`src/rtl/dmem_arbiter_pkg.sv`:
```
// ---------------------------------------------------------------------------
// dmem_arb_pkg
// Shared definitions for the data-memory arbiter:
//   - arb_state_t : FSM encoding (IDLE, ACCESS, RESP)
//   - PORT_CPU / PORT_IRQ : requester port indices
//   - ADDR_W_DEF / DATA_W_DEF / LOCK_MAX_DEF : default widths and lock bound
//   - lock_continues() : decides whether a locked beat keeps ownership
// ---------------------------------------------------------------------------
package dmem_arb_pkg;

  localparam int ADDR_W_DEF   = 8;
  localparam int DATA_W_DEF   = 8;
  localparam int LOCK_MAX_DEF = 4;

  localparam logic PORT_CPU = 1'b0;
  localparam logic PORT_IRQ = 1'b1;

  typedef enum logic [1:0] {
    IDLE   = 2'd0,
    ACCESS = 2'd1,
    RESP   = 2'd2
  } arb_state_t;

  // A locked beat keeps ownership only while the beat count stays below the
  // bound; the beat that would reach the bound releases the lock.
  function automatic logic lock_continues(input logic       lock,
                                          input logic [3:0] cnt,
                                          input logic [4:0] lock_max);
    return lock && (({1'b0, cnt} + 5'd1) < lock_max);
  endfunction

endpackage

```
`src/rtl/dmem_arbiter_if.sv`:
```
// ---------------------------------------------------------------------------
// dmem_arbiter_if
// Bundle of the two requester ports, the DataMemory command/response bus and
// the arbiter status outputs.
//   p0_* : CPU execute stage (req, we, addr, wdata, lock -> ack, rdata)
//   p1_* : interrupt sequencer (same signal set as port 0)
//   mem_read/mem_write/mem_addr/mem_wdata : command towards DataMemory
//   mem_rdata : combinational read data from DataMemory
//   busy/owner : arbiter status
// Modports:
//   slave  : the arbiter side
//   master : the requester / memory side
// ---------------------------------------------------------------------------
interface dmem_arbiter_if
  import dmem_arb_pkg::*;
#(
  parameter int ADDR_W = ADDR_W_DEF,
  parameter int DATA_W = DATA_W_DEF
);

  logic              p0_req;
  logic              p0_we;
  logic [ADDR_W-1:0] p0_addr;
  logic [DATA_W-1:0] p0_wdata;
  logic              p0_lock;
  logic              p0_ack;
  logic [DATA_W-1:0] p0_rdata;

  logic              p1_req;
  logic              p1_we;
  logic [ADDR_W-1:0] p1_addr;
  logic [DATA_W-1:0] p1_wdata;
  logic              p1_lock;
  logic              p1_ack;
  logic [DATA_W-1:0] p1_rdata;

  logic              mem_read;
  logic              mem_write;
  logic [ADDR_W-1:0] mem_addr;
  logic [DATA_W-1:0] mem_wdata;
  logic [DATA_W-1:0] mem_rdata;

  logic              busy;
  logic              owner;

  modport slave (
    input  p0_req, p0_we, p0_addr, p0_wdata, p0_lock,
    input  p1_req, p1_we, p1_addr, p1_wdata, p1_lock,
    input  mem_rdata,
    output p0_ack, p0_rdata, p1_ack, p1_rdata,
    output mem_read, mem_write, mem_addr, mem_wdata,
    output busy, owner
  );

  modport master (
    output p0_req, p0_we, p0_addr, p0_wdata, p0_lock,
    output p1_req, p1_we, p1_addr, p1_wdata, p1_lock,
    output mem_rdata,
    input  p0_ack, p0_rdata, p1_ack, p1_rdata,
    input  mem_read, mem_write, mem_addr, mem_wdata,
    input  busy, owner
  );

endinterface

```
`src/rtl/dmem_arbiter_pick.sv`:
```
// ---------------------------------------------------------------------------
// arb_pick
// Combinational two-way picker for the data-memory arbiter.
//   req[1:0]    : per-port request levels (bit 0 = CPU, bit 1 = IRQ)
//   lock_active : a lock is currently held by 'owner'
//   owner       : port holding (or last holding) the memory
//   pref        : preferred port when both request (round-robin pointer or
//                 the fixed winner, chosen by the parent)
//   grant       : selected port
//   valid       : at least one eligible request exists
// ---------------------------------------------------------------------------
module arb_pick
  import dmem_arb_pkg::*;
(
  input  logic [1:0] req,
  input  logic       lock_active,
  input  logic       owner,
  input  logic       pref,
  output logic       grant,
  output logic       valid
);

  // A held lock restricts eligibility to the owner. If the owner has dropped
  // its request the lock is being released this cycle, so normal arbitration
  // applies immediately.
  always_comb begin
    grant = owner;
    valid = 1'b0;
    if (lock_active && req[owner]) begin
      grant = owner;
      valid = 1'b1;
    end else if (req == 2'b11) begin
      grant = pref;
      valid = 1'b1;
    end else if (req[PORT_CPU]) begin
      grant = PORT_CPU;
      valid = 1'b1;
    end else if (req[PORT_IRQ]) begin
      grant = PORT_IRQ;
      valid = 1'b1;
    end
  end

endmodule

```
`src/rtl/dmem_arbiter.sv`:
```
// ---------------------------------------------------------------------------
// dmem_arbiter
// Shares the single-port DataMemory between the CPU execute stage (port 0)
// and the interrupt sequencer (port 1). One transaction is in flight at a
// time: IDLE (arbitrate) -> ACCESS (drive memory) -> RESP (ack), giving a
// request-to-ack latency of two cycles and one transaction per three cycles.
// A requester may hold a lock across consecutive beats, bounded by LOCK_MAX.
//
// Ports:
//   clk : system clock, rising edge
//   rst : synchronous active-high reset
//   bus : dmem_arbiter_if.slave (requester ports, memory bus, busy, owner)
//
// Configuration macro:
//   DMEM_ARB_RR_EN : defined   -> round-robin on contention (rr_ptr)
//                    undefined -> FIXED_WINNER wins on contention
// ---------------------------------------------------------------------------
module dmem_arbiter
  import dmem_arb_pkg::*;
#(
  parameter int ADDR_W       = ADDR_W_DEF,
  parameter int DATA_W       = DATA_W_DEF,
  parameter int LOCK_MAX     = LOCK_MAX_DEF,
  parameter int FIXED_WINNER = 1
)(
  input  logic           clk,
  input  logic           rst,
  dmem_arbiter_if.slave  bus
);

  arb_state_t        state;

  logic              lat_port;
  logic              lat_we;
  logic              lat_lock;

  logic              lock_active;
  logic [3:0]        lock_cnt;
  logic              owner_q;
  logic              busy_q;

  logic              mem_read_q;
  logic              mem_write_q;
  logic [ADDR_W-1:0] mem_addr_q;
  logic [DATA_W-1:0] mem_wdata_q;

  logic              p0_ack_q;
  logic              p1_ack_q;
  logic [DATA_W-1:0] p0_rdata_q;
  logic [DATA_W-1:0] p1_rdata_q;

  logic [1:0]        req_vec;
  logic              pick_grant;
  logic              pick_valid;
  logic              pref;
  logic              lock_keep;

  logic              sel_we;
  logic              sel_lock;
  logic [ADDR_W-1:0] sel_addr;
  logic [DATA_W-1:0] sel_wdata;

`ifdef DMEM_ARB_RR_EN
  logic              rr_ptr;
  assign pref = rr_ptr;
`else
  assign pref = 1'(FIXED_WINNER);
`endif

  assign req_vec   = {bus.p1_req, bus.p0_req};
  assign lock_keep = lock_continues(lat_lock, lock_cnt, 5'(LOCK_MAX));

  arb_pick u_pick (
    .req         (req_vec),
    .lock_active (lock_active),
    .owner       (owner_q),
    .pref        (pref),
    .grant       (pick_grant),
    .valid       (pick_valid)
  );

  // Request fields of whichever port the picker selects this cycle.
  always_comb begin
    sel_we    = bus.p0_we;
    sel_lock  = bus.p0_lock;
    sel_addr  = bus.p0_addr;
    sel_wdata = bus.p0_wdata;
    if (pick_grant == PORT_IRQ) begin
      sel_we    = bus.p1_we;
      sel_lock  = bus.p1_lock;
      sel_addr  = bus.p1_addr;
      sel_wdata = bus.p1_wdata;
    end
  end

  // Transaction FSM. The memory command registers double as the latched
  // address/data of the granted request; they are loaded on the grant edge so
  // they are valid throughout ACCESS and cleared again when leaving it.
  always_ff @(posedge clk) begin
    if (rst) begin
      state       <= IDLE;
      lat_port    <= PORT_CPU;
      lat_we      <= 1'b0;
      lat_lock    <= 1'b0;
      lock_active <= 1'b0;
      lock_cnt    <= '0;
      owner_q     <= 1'b0;
      busy_q      <= 1'b0;
      mem_read_q  <= 1'b0;
      mem_write_q <= 1'b0;
      mem_addr_q  <= '0;
      mem_wdata_q <= '0;
      p0_ack_q    <= 1'b0;
      p1_ack_q    <= 1'b0;
      p0_rdata_q  <= '0;
      p1_rdata_q  <= '0;
`ifdef DMEM_ARB_RR_EN
      rr_ptr      <= 1'b0;
`endif
    end else begin
      case (state)
        IDLE: begin
          // Owner walked away from its lock: release and arbitrate normally.
          if (lock_active && !req_vec[owner_q]) begin
            lock_active <= 1'b0;
            lock_cnt    <= '0;
          end
          if (pick_valid) begin
            lat_port    <= pick_grant;
            lat_we      <= sel_we;
            lat_lock    <= sel_lock;
            owner_q     <= pick_grant;
            mem_addr_q  <= sel_addr;
            mem_wdata_q <= sel_wdata;
            mem_write_q <= sel_we;
            mem_read_q  <= !sel_we;
            busy_q      <= 1'b1;
            state       <= ACCESS;
          end else begin
            busy_q      <= 1'b0;
          end
        end

        ACCESS: begin
          if (!lat_we) begin
            if (lat_port == PORT_IRQ) p1_rdata_q <= bus.mem_rdata;
            else                      p0_rdata_q <= bus.mem_rdata;
          end
          mem_read_q  <= 1'b0;
          mem_write_q <= 1'b0;
          mem_addr_q  <= '0;
          mem_wdata_q <= '0;
          p0_ack_q    <= (lat_port == PORT_CPU);
          p1_ack_q    <= (lat_port == PORT_IRQ);
          state       <= RESP;
        end

        RESP: begin
          p0_ack_q    <= 1'b0;
          p1_ack_q    <= 1'b0;
          lock_active <= lock_keep;
          lock_cnt    <= lock_keep ? (lock_cnt + 4'd1) : 4'd0;
          busy_q      <= lock_keep;
`ifdef DMEM_ARB_RR_EN
          // Ownership ends here, so the other port gets preference next.
          if (!lock_keep) rr_ptr <= ~lat_port;
`endif
          state       <= IDLE;
        end

        default: state <= IDLE;
      endcase
    end
  end

  assign bus.mem_read  = mem_read_q;
  assign bus.mem_write = mem_write_q;
  assign bus.mem_addr  = mem_addr_q;
  assign bus.mem_wdata = mem_wdata_q;
  assign bus.p0_ack    = p0_ack_q;
  assign bus.p1_ack    = p1_ack_q;
  assign bus.p0_rdata  = p0_rdata_q;
  assign bus.p1_rdata  = p1_rdata_q;
  assign bus.busy      = busy_q;
  assign bus.owner     = owner_q;

endmodule

```
`src/flat_wrapper.sv`:
```
// flat-port wrapper written by rule: the top's interface ports become plain ports
module dmem_arbiter_flat import dmem_arb_pkg::*;
#(
  parameter int ADDR_W       = ADDR_W_DEF,
  parameter int DATA_W       = DATA_W_DEF,
  parameter int LOCK_MAX     = LOCK_MAX_DEF,
  parameter int FIXED_WINNER = 1
)
  (clk, rst, bus_p0_req, bus_p0_we, bus_p0_addr, bus_p0_wdata, bus_p0_lock, bus_p1_req, bus_p1_we, bus_p1_addr, bus_p1_wdata, bus_p1_lock, bus_mem_rdata, bus_p0_ack, bus_p0_rdata, bus_p1_ack, bus_p1_rdata, bus_mem_read, bus_mem_write, bus_mem_addr, bus_mem_wdata, bus_busy, bus_owner);
  dmem_arbiter_if #(.ADDR_W(ADDR_W), .DATA_W(DATA_W)) bus_i ();
  input  logic clk;
  input  logic rst;
  input wire logic [$bits(bus_i.p0_req)-1:0] bus_p0_req;
  input wire logic [$bits(bus_i.p0_we)-1:0] bus_p0_we;
  input wire logic [$bits(bus_i.p0_addr)-1:0] bus_p0_addr;
  input wire logic [$bits(bus_i.p0_wdata)-1:0] bus_p0_wdata;
  input wire logic [$bits(bus_i.p0_lock)-1:0] bus_p0_lock;
  input wire logic [$bits(bus_i.p1_req)-1:0] bus_p1_req;
  input wire logic [$bits(bus_i.p1_we)-1:0] bus_p1_we;
  input wire logic [$bits(bus_i.p1_addr)-1:0] bus_p1_addr;
  input wire logic [$bits(bus_i.p1_wdata)-1:0] bus_p1_wdata;
  input wire logic [$bits(bus_i.p1_lock)-1:0] bus_p1_lock;
  input wire logic [$bits(bus_i.mem_rdata)-1:0] bus_mem_rdata;
  output wire logic [$bits(bus_i.p0_ack)-1:0] bus_p0_ack;
  output wire logic [$bits(bus_i.p0_rdata)-1:0] bus_p0_rdata;
  output wire logic [$bits(bus_i.p1_ack)-1:0] bus_p1_ack;
  output wire logic [$bits(bus_i.p1_rdata)-1:0] bus_p1_rdata;
  output wire logic [$bits(bus_i.mem_read)-1:0] bus_mem_read;
  output wire logic [$bits(bus_i.mem_write)-1:0] bus_mem_write;
  output wire logic [$bits(bus_i.mem_addr)-1:0] bus_mem_addr;
  output wire logic [$bits(bus_i.mem_wdata)-1:0] bus_mem_wdata;
  output wire logic [$bits(bus_i.busy)-1:0] bus_busy;
  output wire logic [$bits(bus_i.owner)-1:0] bus_owner;
  assign bus_i.p0_req = bus_p0_req;
  assign bus_i.p0_we = bus_p0_we;
  assign bus_i.p0_addr = bus_p0_addr;
  assign bus_i.p0_wdata = bus_p0_wdata;
  assign bus_i.p0_lock = bus_p0_lock;
  assign bus_i.p1_req = bus_p1_req;
  assign bus_i.p1_we = bus_p1_we;
  assign bus_i.p1_addr = bus_p1_addr;
  assign bus_i.p1_wdata = bus_p1_wdata;
  assign bus_i.p1_lock = bus_p1_lock;
  assign bus_i.mem_rdata = bus_mem_rdata;
  assign bus_p0_ack = bus_i.p0_ack;
  assign bus_p0_rdata = bus_i.p0_rdata;
  assign bus_p1_ack = bus_i.p1_ack;
  assign bus_p1_rdata = bus_i.p1_rdata;
  assign bus_mem_read = bus_i.mem_read;
  assign bus_mem_write = bus_i.mem_write;
  assign bus_mem_addr = bus_i.mem_addr;
  assign bus_mem_wdata = bus_i.mem_wdata;
  assign bus_busy = bus_i.busy;
  assign bus_owner = bus_i.owner;
  dmem_arbiter #(.ADDR_W(ADDR_W), .DATA_W(DATA_W), .LOCK_MAX(LOCK_MAX), .FIXED_WINNER(FIXED_WINNER)) u_core (.clk(clk), .rst(rst), .bus(bus_i));
endmodule
```
`config.mk`:
```
export PLATFORM = sky130hd
export DESIGN_NAME = dmem_arbiter_flat
export DESIGN_NICKNAME = d
export VERILOG_FILES = /design/src/rtl/dmem_arbiter_pkg.sv /design/src/rtl/dmem_arbiter_if.sv /design/src/rtl/dmem_arbiter_pick.sv /design/src/rtl/dmem_arbiter.sv /design/src/flat_wrapper.sv
export SDC_FILE = /design/constraint.sdc
export NUM_CORES = 1
export LEC_CHECK = 0
export ABC_AREA = 1
export ABC_CLOCK_PERIOD_IN_PS = 4520
export CAP_MARGIN = 15
export CORE_MARGIN = 4
export CORE_UTILIZATION = 25
export DETAILED_ROUTE_END_ITERATION = 10
export HOLD_SLACK_MARGIN = 0.08
export PLACE_DENSITY_LB_ADDON = 0.2
export SLEW_MARGIN = 15
export SYNTH_ARGS = -nofsm -noshare
export SYNTH_HDL_FRONTEND = slang
export SYNTH_HIERARCHICAL = 1
export SYNTH_SLANG_ARGS = --single-unit
```
`constraint.sdc`:
```
create_clock -name clk -period 4.52 [get_ports clk]
set_clock_uncertainty 0.15 [all_clocks]
set_input_delay 0.678 -clock clk [delete_from_list [all_inputs] [get_ports clk]]
set_output_delay 0.678 -clock clk [all_outputs]
set_load 0.02 [all_outputs]
```
## Yosys cells after proc, flatten, opt, wreduce, memory -nomap -nowiden

Cells that the tools add are included.

| operators by class | value |
|---|---|
| add/subtract/negate cells | 2 |
| reductions and logical operators | 14 |
| equality and inequality tests | 5 |
| mux-type cells | 33 |
| bitwise logic cells | 2 |
| $lt $le $gt $ge | 2 |

Operators with widths:

| operator | count |
|---|---|
| two-way mux 8 bit | 4 |
| one-hot mux 8 bit (2 select lines) | 2 |
| two-way mux 1 bit | 16 |
| one-hot mux 1 bit (2 select lines) | 6 |
| two-way mux 4 bit | 2 |
| one-hot mux 4 bit (2 select lines) | 1 |
| AND reduction 2 bit | 3 |
| AND reduction 3 bit | 2 |
| nonzero test 2 bit | 3 |
| adder 4 x 1 -> 5 bit, second input constant | 1 |
| < comparator 5 x 3 -> 1 bit, second input constant | 1 |
| adder 4 x 1 -> 4 bit, second input constant | 1 |
| == test 2 bit, second input constant | 2 |
| inequality test 2 x 1 -> 1 bit, second input constant | 2 |
| one-hot mux 2 bit (2 select lines) | 1 |
| logical AND 1 bit | 3 |
| == test 2 x 1 -> 1 bit, second input constant | 1 |
| zero test 1 bit | 2 |
| zero test 2 bit | 1 |
| < comparator 1 x 2 -> 1 bit, second input constant | 1 |
| two-way mux 2 bit | 1 |
| NOT 1 bit | 2 |

| storage, ports and cells | value |
|---|---|
| output and inout port bits | 38 |
| logic and storage cells | 73 |
| flip-flop bits (word level) | 47 |
| input bits | 48 |

## Logic depth before layout (Yosys ltp)

Gate-level depths: netlist (run 1).

| depth | value |
|---|---|
| depth in word-level cells | 8 |
| mapped depth | 11 |

## By module

The synthesis (run 1) kept the hierarchy.

Modules (own cells, without submodules):

| module | area an instance (um^2) | cells an instance | times used |
|---|---|---|---|
| dmem_arbiter | 1,994.4 | 287 | 1 |
| arb_pick | 36.3 | 9 | 1 |

## Worst setup path after synthesis (run 1)

OpenSTA, ideal clock, no wires.

| timing path | value |
|---|---|
| kind | input-to-reg |
| start | input bus_p1_req |
| end | register u_core.mem_addr_q[3], in the netlist u_core/bus.mem_addr[3] |
| setup time | 0.070 ns |
| stages | 7 |
| path buffers | 1 |
| setup slack | 2.731 ns |
| arrival | 1.569 ns |
| data required time | 4.300 ns |
| path through | or2_1 > nand2_2 > o21ai_1 > inv_2 > buf_6 > nand2_1 > a21oi_1 |

| on the way | value |
|---|---|
| cells in the longest elaborated chain, start to end | 7 |

Ends and longest elaborated chain:

| what | line | source |
|---|---|---|
| start, declared | flat_wrapper.sv:18 | `input wire logic [$bits(bus_i.p1_req)-1:0] bus_p1_req;` |
| two-way mux 1 bit (on tied branches) | dmem_arbiter_pick.sv:38, dmem_arbiter_pick.sv:29 |  |
| two-way mux 1 bit (on tied branches) | dmem_arbiter_pick.sv:35, dmem_arbiter_pick.sv:29 |  |
| two-way mux 1 bit or logical AND 1 bit (tied branches) | dmem_arbiter_pick.sv:32, dmem_arbiter_pick.sv:29 |  |
| two-way mux 1 bit | dmem_arbiter_pick.sv:29 | `if (lock_active && req[owner]) begin` |
| two-way mux 8 bit | dmem_arbiter.sv:88 | `if (pick_grant == PORT_IRQ) begin` |
| two-way mux 8 bit | dmem_arbiter.sv:128 | `if (pick_valid) begin` |
| one-hot mux 8 bit (2 select lines) | dmem_arbiter.sv:121 | `case (state)` |
| end signal, assigned | dmem_arbiter.sv:133 | `mem_addr_q <= sel_addr;` |
| end, declared | dmem_arbiter.sv:44 | `logic [ADDR_W-1:0] mem_addr_q;` |

Several ways; a longest one is shown, not always the timed one. The select of a mux whose other input is x is not followed.
A chain may end at the register's enable or synchronous reset.

## Worst setup path after layout (run 1)

| timing path | value |
|---|---|
| start | input bus_p1_req |
| end | register u_core.mem_write_q, in the netlist u_core/bus.mem_write |

| on the way | value |
|---|---|
| cells in the longest elaborated chain, start to end | 7 |

Ends and longest elaborated chain:

| what | line | source |
|---|---|---|
| two-way mux 1 bit (on tied branches) | dmem_arbiter_pick.sv:38, dmem_arbiter_pick.sv:29 |  |
| two-way mux 1 bit (on tied branches) | dmem_arbiter_pick.sv:35, dmem_arbiter_pick.sv:29 |  |
| two-way mux 1 bit or logical AND 1 bit (tied branches) | dmem_arbiter_pick.sv:32, dmem_arbiter_pick.sv:29 |  |
| two-way mux 1 bit * | dmem_arbiter_pick.sv:29 |  |
| named net u_core.pick_grant | dmem_arbiter.sv:53 | `logic pick_grant;` |
| two-way mux 1 bit * | dmem_arbiter.sv:88 |  |
| two-way mux 1 bit * | dmem_arbiter.sv:128 |  |
| one-hot mux 1 bit (2 select lines) * | dmem_arbiter.sv:121 |  |
| end signal, assigned | dmem_arbiter.sv:135 | `mem_write_q <= sel_we;` |
| end, declared | dmem_arbiter.sv:43 | `logic mem_write_q;` |

The timed path passes the listed nets; every way through them passes the cells marked *. The select of a mux whose other input is x is not followed.

==> results.toml, run 1 <==
[yosys]
synth.most_common_cell = "nand2_1"
ys_seq_area_share_pct = 46.3
synth_compound_area_share_pct = 14.5
synth_fp_nets = 348
async_flop_share_pct = 0
ys.flop_type = "dfxtp_1"
synth_area_per_cell_sq_um = 6.86
synth_cell_types = 20
synth_top_family_by_area = "simple AND/OR/NAND/NOR gates"
synth-edff-count = 0
synth_xor_area_share_pct = 0
netlist_instances = 296
ys_ff_latch = 47
muxShareOfSynthArea_pct = 0
synth-warning-count = 6
yosys.area.top_type = "dfxtp_1"
syn_area_sq_um = 2030
netlist_top_cells_area = "dfxtp_1, nand2_1, a21oi_1"
synth.top_cell.area_share_pct = 46.3
synthAdderAreaFrac_pct = 2.46
synth_commonest_cells = "nand2_1, dfxtp_1, a21oi_1"
yosys.area_share.simple_pct = 28.7

[grt]
grt_max_degree = 27
grtUsageTotal_pct = 11.2
grt_pass1_wl_um = 8740
met2_usage_pct = 18.2
grt.busiest_layer = "met2"
met1_usage_pct = 12.6
grt_pass1_vias = 1852
grtUsageMet3_pct = 6.50
grt_overflow = 0
antenna_found_initial = 0

[finish]
final_area_sq_um = 3080
num_antenna_cells = 0
num-nets-final = 431
fill_cells = 845
syn_to_final_growth_pct = 51.4
drive_gt1_share_pct = 3.68
final_core_util_pct = 39.4

[detailed_routing]
avgViaCountPerCell = 4.12
wl_per_cell_um = 11.1
vias = 1985
antenna_left = 0
drt_iter0_drc = 42
drc = 0
firstDrtPassIters = 4
wirelength_um = 5340

[floorplanning]
num_rows = 32
start_util_pct = 26.0
core_area_sq_um = 7810
die_width_um = 98.1
io_pins = 86
die_h_um = 98.1
die_area_sq_um = 9630

[sta]
final_hold_viol_count = 0
clock.fmax_ghz = 0.397
hold_ws_ns = 0.295
rsz0062_at_grt = "no"
tightest_slew_ns = 0.562
maxSlewViolCount = 0
fin_crit_sh_pct = 55.7
setup_ws_ns = 2.00
finalSetupViolations = 0
finalCriticalPeriod_ns = 2.52
slew_headroom_pct = 62.5
setup_tns_ns = 0

[power]
power.density_nw_per_um2 = 354
ir_worst_vdd_v = 0.000138
p_leak_uw = 0.00124

[run_status]
status = "finished, final reports clean"

[clock_network]
hold_buffers = 0
clkTransAtPathRegs_ns = 0.09
cts.sink_count = 47
max-clock-path-buffers = 2
cts-htree-levels = 2
post_cts_buffers = 0
cts_root_buffer = "clkbuf_8"
numCtsBuffers = 5
cts_resized = 0
cts_tree = "yes"
clock_latency_ns = 0.30

[setup_path]
start_kind = "input port"
end_kind = "flip-flop"
crit_type = "input port to flip-flop"
cp.required_ns = 4.55
arrival_ns = 2.55
critPathMaxFanout = 20

[placed_design]
io_buffers = 85
hpwl_um = 3920
placed_area_sq_um = 2960
dpl_worst_slack_ns = 1.67
place_congestion = 0.754

[hold_path]
hold_path_class = "flip-flop to flip-flop"

[run]
cap_violations = 0
per-stage QoR:
step,total power (uW),cells
floorplan,654,296
global placement,792,474
detailed placement,792,474
CTS,1110,482
global route,1160,482
finish,1090,482
cells in the final DEF (no fill, tap or decap), types with 2 or more instances in the layout:
cell and instances:
o21ai_0 21, clkbuf_8 5, buf_4 2, a21oi_1 37, nor3_1 2, nor2_1 24
dfxtp_1 47, ha_1 4, clkdlybuf4s50_1 85, inv_1 24, nand2_1 111, nand3_1 7
logic make-up (layout without fill, tap and decap cells):
| group | after synthesis | count (layout) |
|---|---|---|
| simple gates | 148 | 148 |
| compound gates | 59 | 59 |
| flops | 47 | 47 |
| buf+inv | 37 | 121 |
| fa+ha+maj | 4 | 4 |
| other cells | 1 | 1 |
power by group:
part	switching (uW)	internal, uW	total, uW	leakage, uW
Clock	145	165	310	0.0000581
Sequential	20.9	453	474	0.000384
Combinational	164	139	303	0.000801
state kept, by name, indices dropped and copies added, names as in the netlist:
| register | count |
|---|---|
| u_core/bus.p0_rdata | 8 |
| u_core/bus.mem_write | 1 |
| u_core/bus.mem_read | 1 |
| u_core/lat_we | 1 |
| u_core/bus.p0_ack | 1 |
| u_core/bus.p1_ack | 1 |
| u_core/lat_lock | 1 |
| u_core/lock_cnt | 4 |
| u_core/bus.busy | 1 |
| u_core/bus.p1_rdata | 8 |
| u_core/bus.mem_wdata | 8 |
| u_core/state | 2 |
| u_core/lock_active | 1 |
| u_core/bus.mem_addr | 8 |
| u_core/bus.owner | 1 |
routing by layer:
layer  up-vias  wire length (um)
li1       1087                 -
met1       831              2320
met2        65              2370
met3         2               639
met4         0                14
met5         -                 0
path summary, 6_finish.rpt:
path / start / to / slack [ns] / cells after the start
worst min-delay path: u_core/bus.p1_rdata[0] / u_core/bus.p1_rdata[0] / 0.30 / 2
worst min register to register: u_core/bus.p1_rdata[0] / u_core/bus.p1_rdata[0] / 0.30 / 2
worst max register to register: u_core/lock_active / u_core/bus.mem_write / 2.51 / 10
worst max-delay path: bus_p1_req / u_core/bus.mem_write / 2.00 / 11
cell type report:
| class | count | area, sq um | area share (%) |
|---|---|---|---|
| tap | 102 | 128 | 4.15 |
| clock buffer | 5 | 68.8 | 2.24 |
| inverter | 26 | 97.6 | 3.17 |
| sequential | 47 | 941 | 30.6 |
| timing repair buffer | 87 | 866 | 28.2 |
| multi-input combinational | 212 | 931 | 30.3 |
| clock inverter | 3 | 43.8 | 1.42 |
worst max-delay path, cell delays in order:
cell and delay [ns]:
clkdlybuf4s50_1 0.51, nand2_1 0.06, nand2_1 0.05, nand2_1 0.05, nand2_1 0.07, buf_4 0.23
clkinv_1 0.43, nand2_1 0.23, nand2_1 0.09, nand3_1 0.07, a21oi_1 0.06
(Power assumes the default switching activity.)
==> inputs of run 2 (changes only) <==
ABC_CLOCK_PERIOD_IN_PS = 2100   (was 4520)
clock period = 2.1 ns   (was 4.52 ns; I/O delays follow)
==> results.toml, run 2 (synthesized netlist as in run 1, its figures left out) <==
[floorplanning]
start_util_pct = 26.0
die_area_sq_um = 9630
num_rows = 32
io_pins = 86
die_h_um = 98.1
die_width_um = 98.1
core_area_sq_um = 7810

[detailed_routing]
wirelength_um = 5460
wl_per_cell_um = 11.3
drc = 0
vias = 2027
antenna_left = 0
firstDrtPassIters = 4
avgViaCountPerCell = 4.18
drt_iter0_drc = 84

[finish]
syn_to_final_growth_pct = 52.0
final_common_cell = "nand2_1"
num-nets-final = 434
final_cell_mix = "nand2_1, clkdlybuf4s50_1, dfxtp_1"
num_antenna_cells = 0
fill_cells = 856
final_core_util_pct = 39.5
drive_gt1_share_pct = 4.44
final_area_sq_um = 3090

[grt]
grt_max_degree = 25
grt_overflow = 0
grt_pass1_vias = 1925
grtUsageTotal_pct = 11.3
grt_pass1_wl_um = 8940
antenna_found_initial = 0

[setup_path]
regToRegEndpoint = "u_core/bus.p1_rdata[6]"
cp_top_family = "buffers and inverters"
cpPeakStageDelay_ns = 0.65
crit_chain = "clkdlybuf4s50_1"
r2r_setup_slack_ns = 0.34
arrival_ns = 1.40
critPathMaxFanout = 6
end_kind = "output pin"
start_kind = "flip-flop"
r2r_cells = 5
crit_type = "flip-flop to output pin"
critPathSlowestCell = "clkdlybuf4s50_1"
r2r_start = "u_core/state[1]"
cp_num_buf_inv = 1
cp.required_ns = 1.63

[power]
total_power_uw = 2240
ir_worst_vdd_v = 0.000299
power.density_nw_per_um2 = 726
p_leak_uw = 0.00124

[sta]
finalCriticalPeriod_ns = 1.87
hold_ws_ns = 0.297
setup_tns_ns = 0
rsz0062_at_grt = "no"
clock.fmax_ghz = 0.535
tightest_slew_ns = 0.549
finalSetupViolations = 0
slew_headroom_pct = 63.3
maxSlewViolCount = 0
fin_crit_sh_pct = 89.0
final_hold_viol_count = 0

[clock_network]
cts-htree-levels = 2
clock_latency_ns = 0.30
cts_tree = "yes"
cts_resized = 0
cts_root_buffer = "clkbuf_8"
cts.sink_count = 47
post_cts_buffers = 0
clkTransAtPathRegs_ns = 0.09
numCtsBuffers = 5
max-clock-path-buffers = 2
hold_buffers = 0

[placed_design]
io_buffers = 85
placed_area_sq_um = 3000
place_congestion = 0.755
hpwl_um = 3990

[run_status]
status = "finished, final reports clean"

[hold_path]
min_from = "u_core/bus.p1_rdata[0]"
hold_end = "u_core/bus.p1_rdata[0]"
hold_path_depth = 2
hold_path_class = "flip-flop to flip-flop"

[run]
cap_violations = 0
run 2: changes by cell type in the layout (fill, tap and decap cells not counted):
| cell | previous run | this run |
|---|---|---|
| clkinv_4 | 1 | 0 |
| buf_12 | 0 | 1 |
| bufinv_16 | 1 | 0 |
| buf_4 | 2 | 4 |
| clkinvlp_4 | 0 | 2 |
run 2: through the flow:
stage | cells | setup WS [ns]
final | 485 | 0.231
after detailed placement | 477 | 0.108
after global placement | 477 | 0.129
after CTS | 485 | 0.193
after floorplan | 296 | 0.595
after global routing | 485 | 0.169
run 2: cell type report:
| cell class | count | area (sq um) | share of cell area (%) |
|---|---|---|---|
| Sequential cell | 47 | 941 | 30.5 |
| Multi-Input combinational cell | 212 | 931 | 30.2 |
| Timing Repair Buffer | 90 | 901 | 29.2 |
| Tap cell | 102 | 128 | 4.13 |
| Inverter | 26 | 97.6 | 3.16 |
| Clock buffer | 5 | 68.8 | 2.23 |
| Clock inverter | 3 | 20.0 | 0.649 |
run 2: worst min-delay path, delay by kind of cell, from the launching register on:
| kind | cells | cell delay, ns |
|---|---|---|
| flops | 1 | 0.31 |
| compound gates | 1 | 0.05 |
| buf+inv | 1 | 0.05 |
run 2: metal layers:
metal / track usage, % / wire (um)
met1: 12.9 / 2320
met2: 19.0 / 2490
met3: 5.57 / 615
met4: 2.88 / 33
met5: 0 / 0
run 2: worst max path at each step:
stage	slack (ns)	to	start	cells after the start
6_report	0.23	bus_owner	u_core/bus.owner	1
5_1_grt	0.17	u_core/bus.p1_rdata[2]	u_core/state[1]	5
4_1_cts	0.19	bus_owner	u_core/bus.owner	1
3_5_place_dp	0.11	u_core/bus.mem_wdata[5]	bus_p1_req	7
3_3_place_gp	0.13	u_core/bus.mem_read	bus_p0_req	6
2_1_floorplan	0.59	u_core/lat_lock	u_core/bus.owner	6
run 2: where the power goes:
part	switching, uW	total [uW]	internal [uW]
sequential	46.6	1020	976
combinational	358	672	314
clock	313	545	232
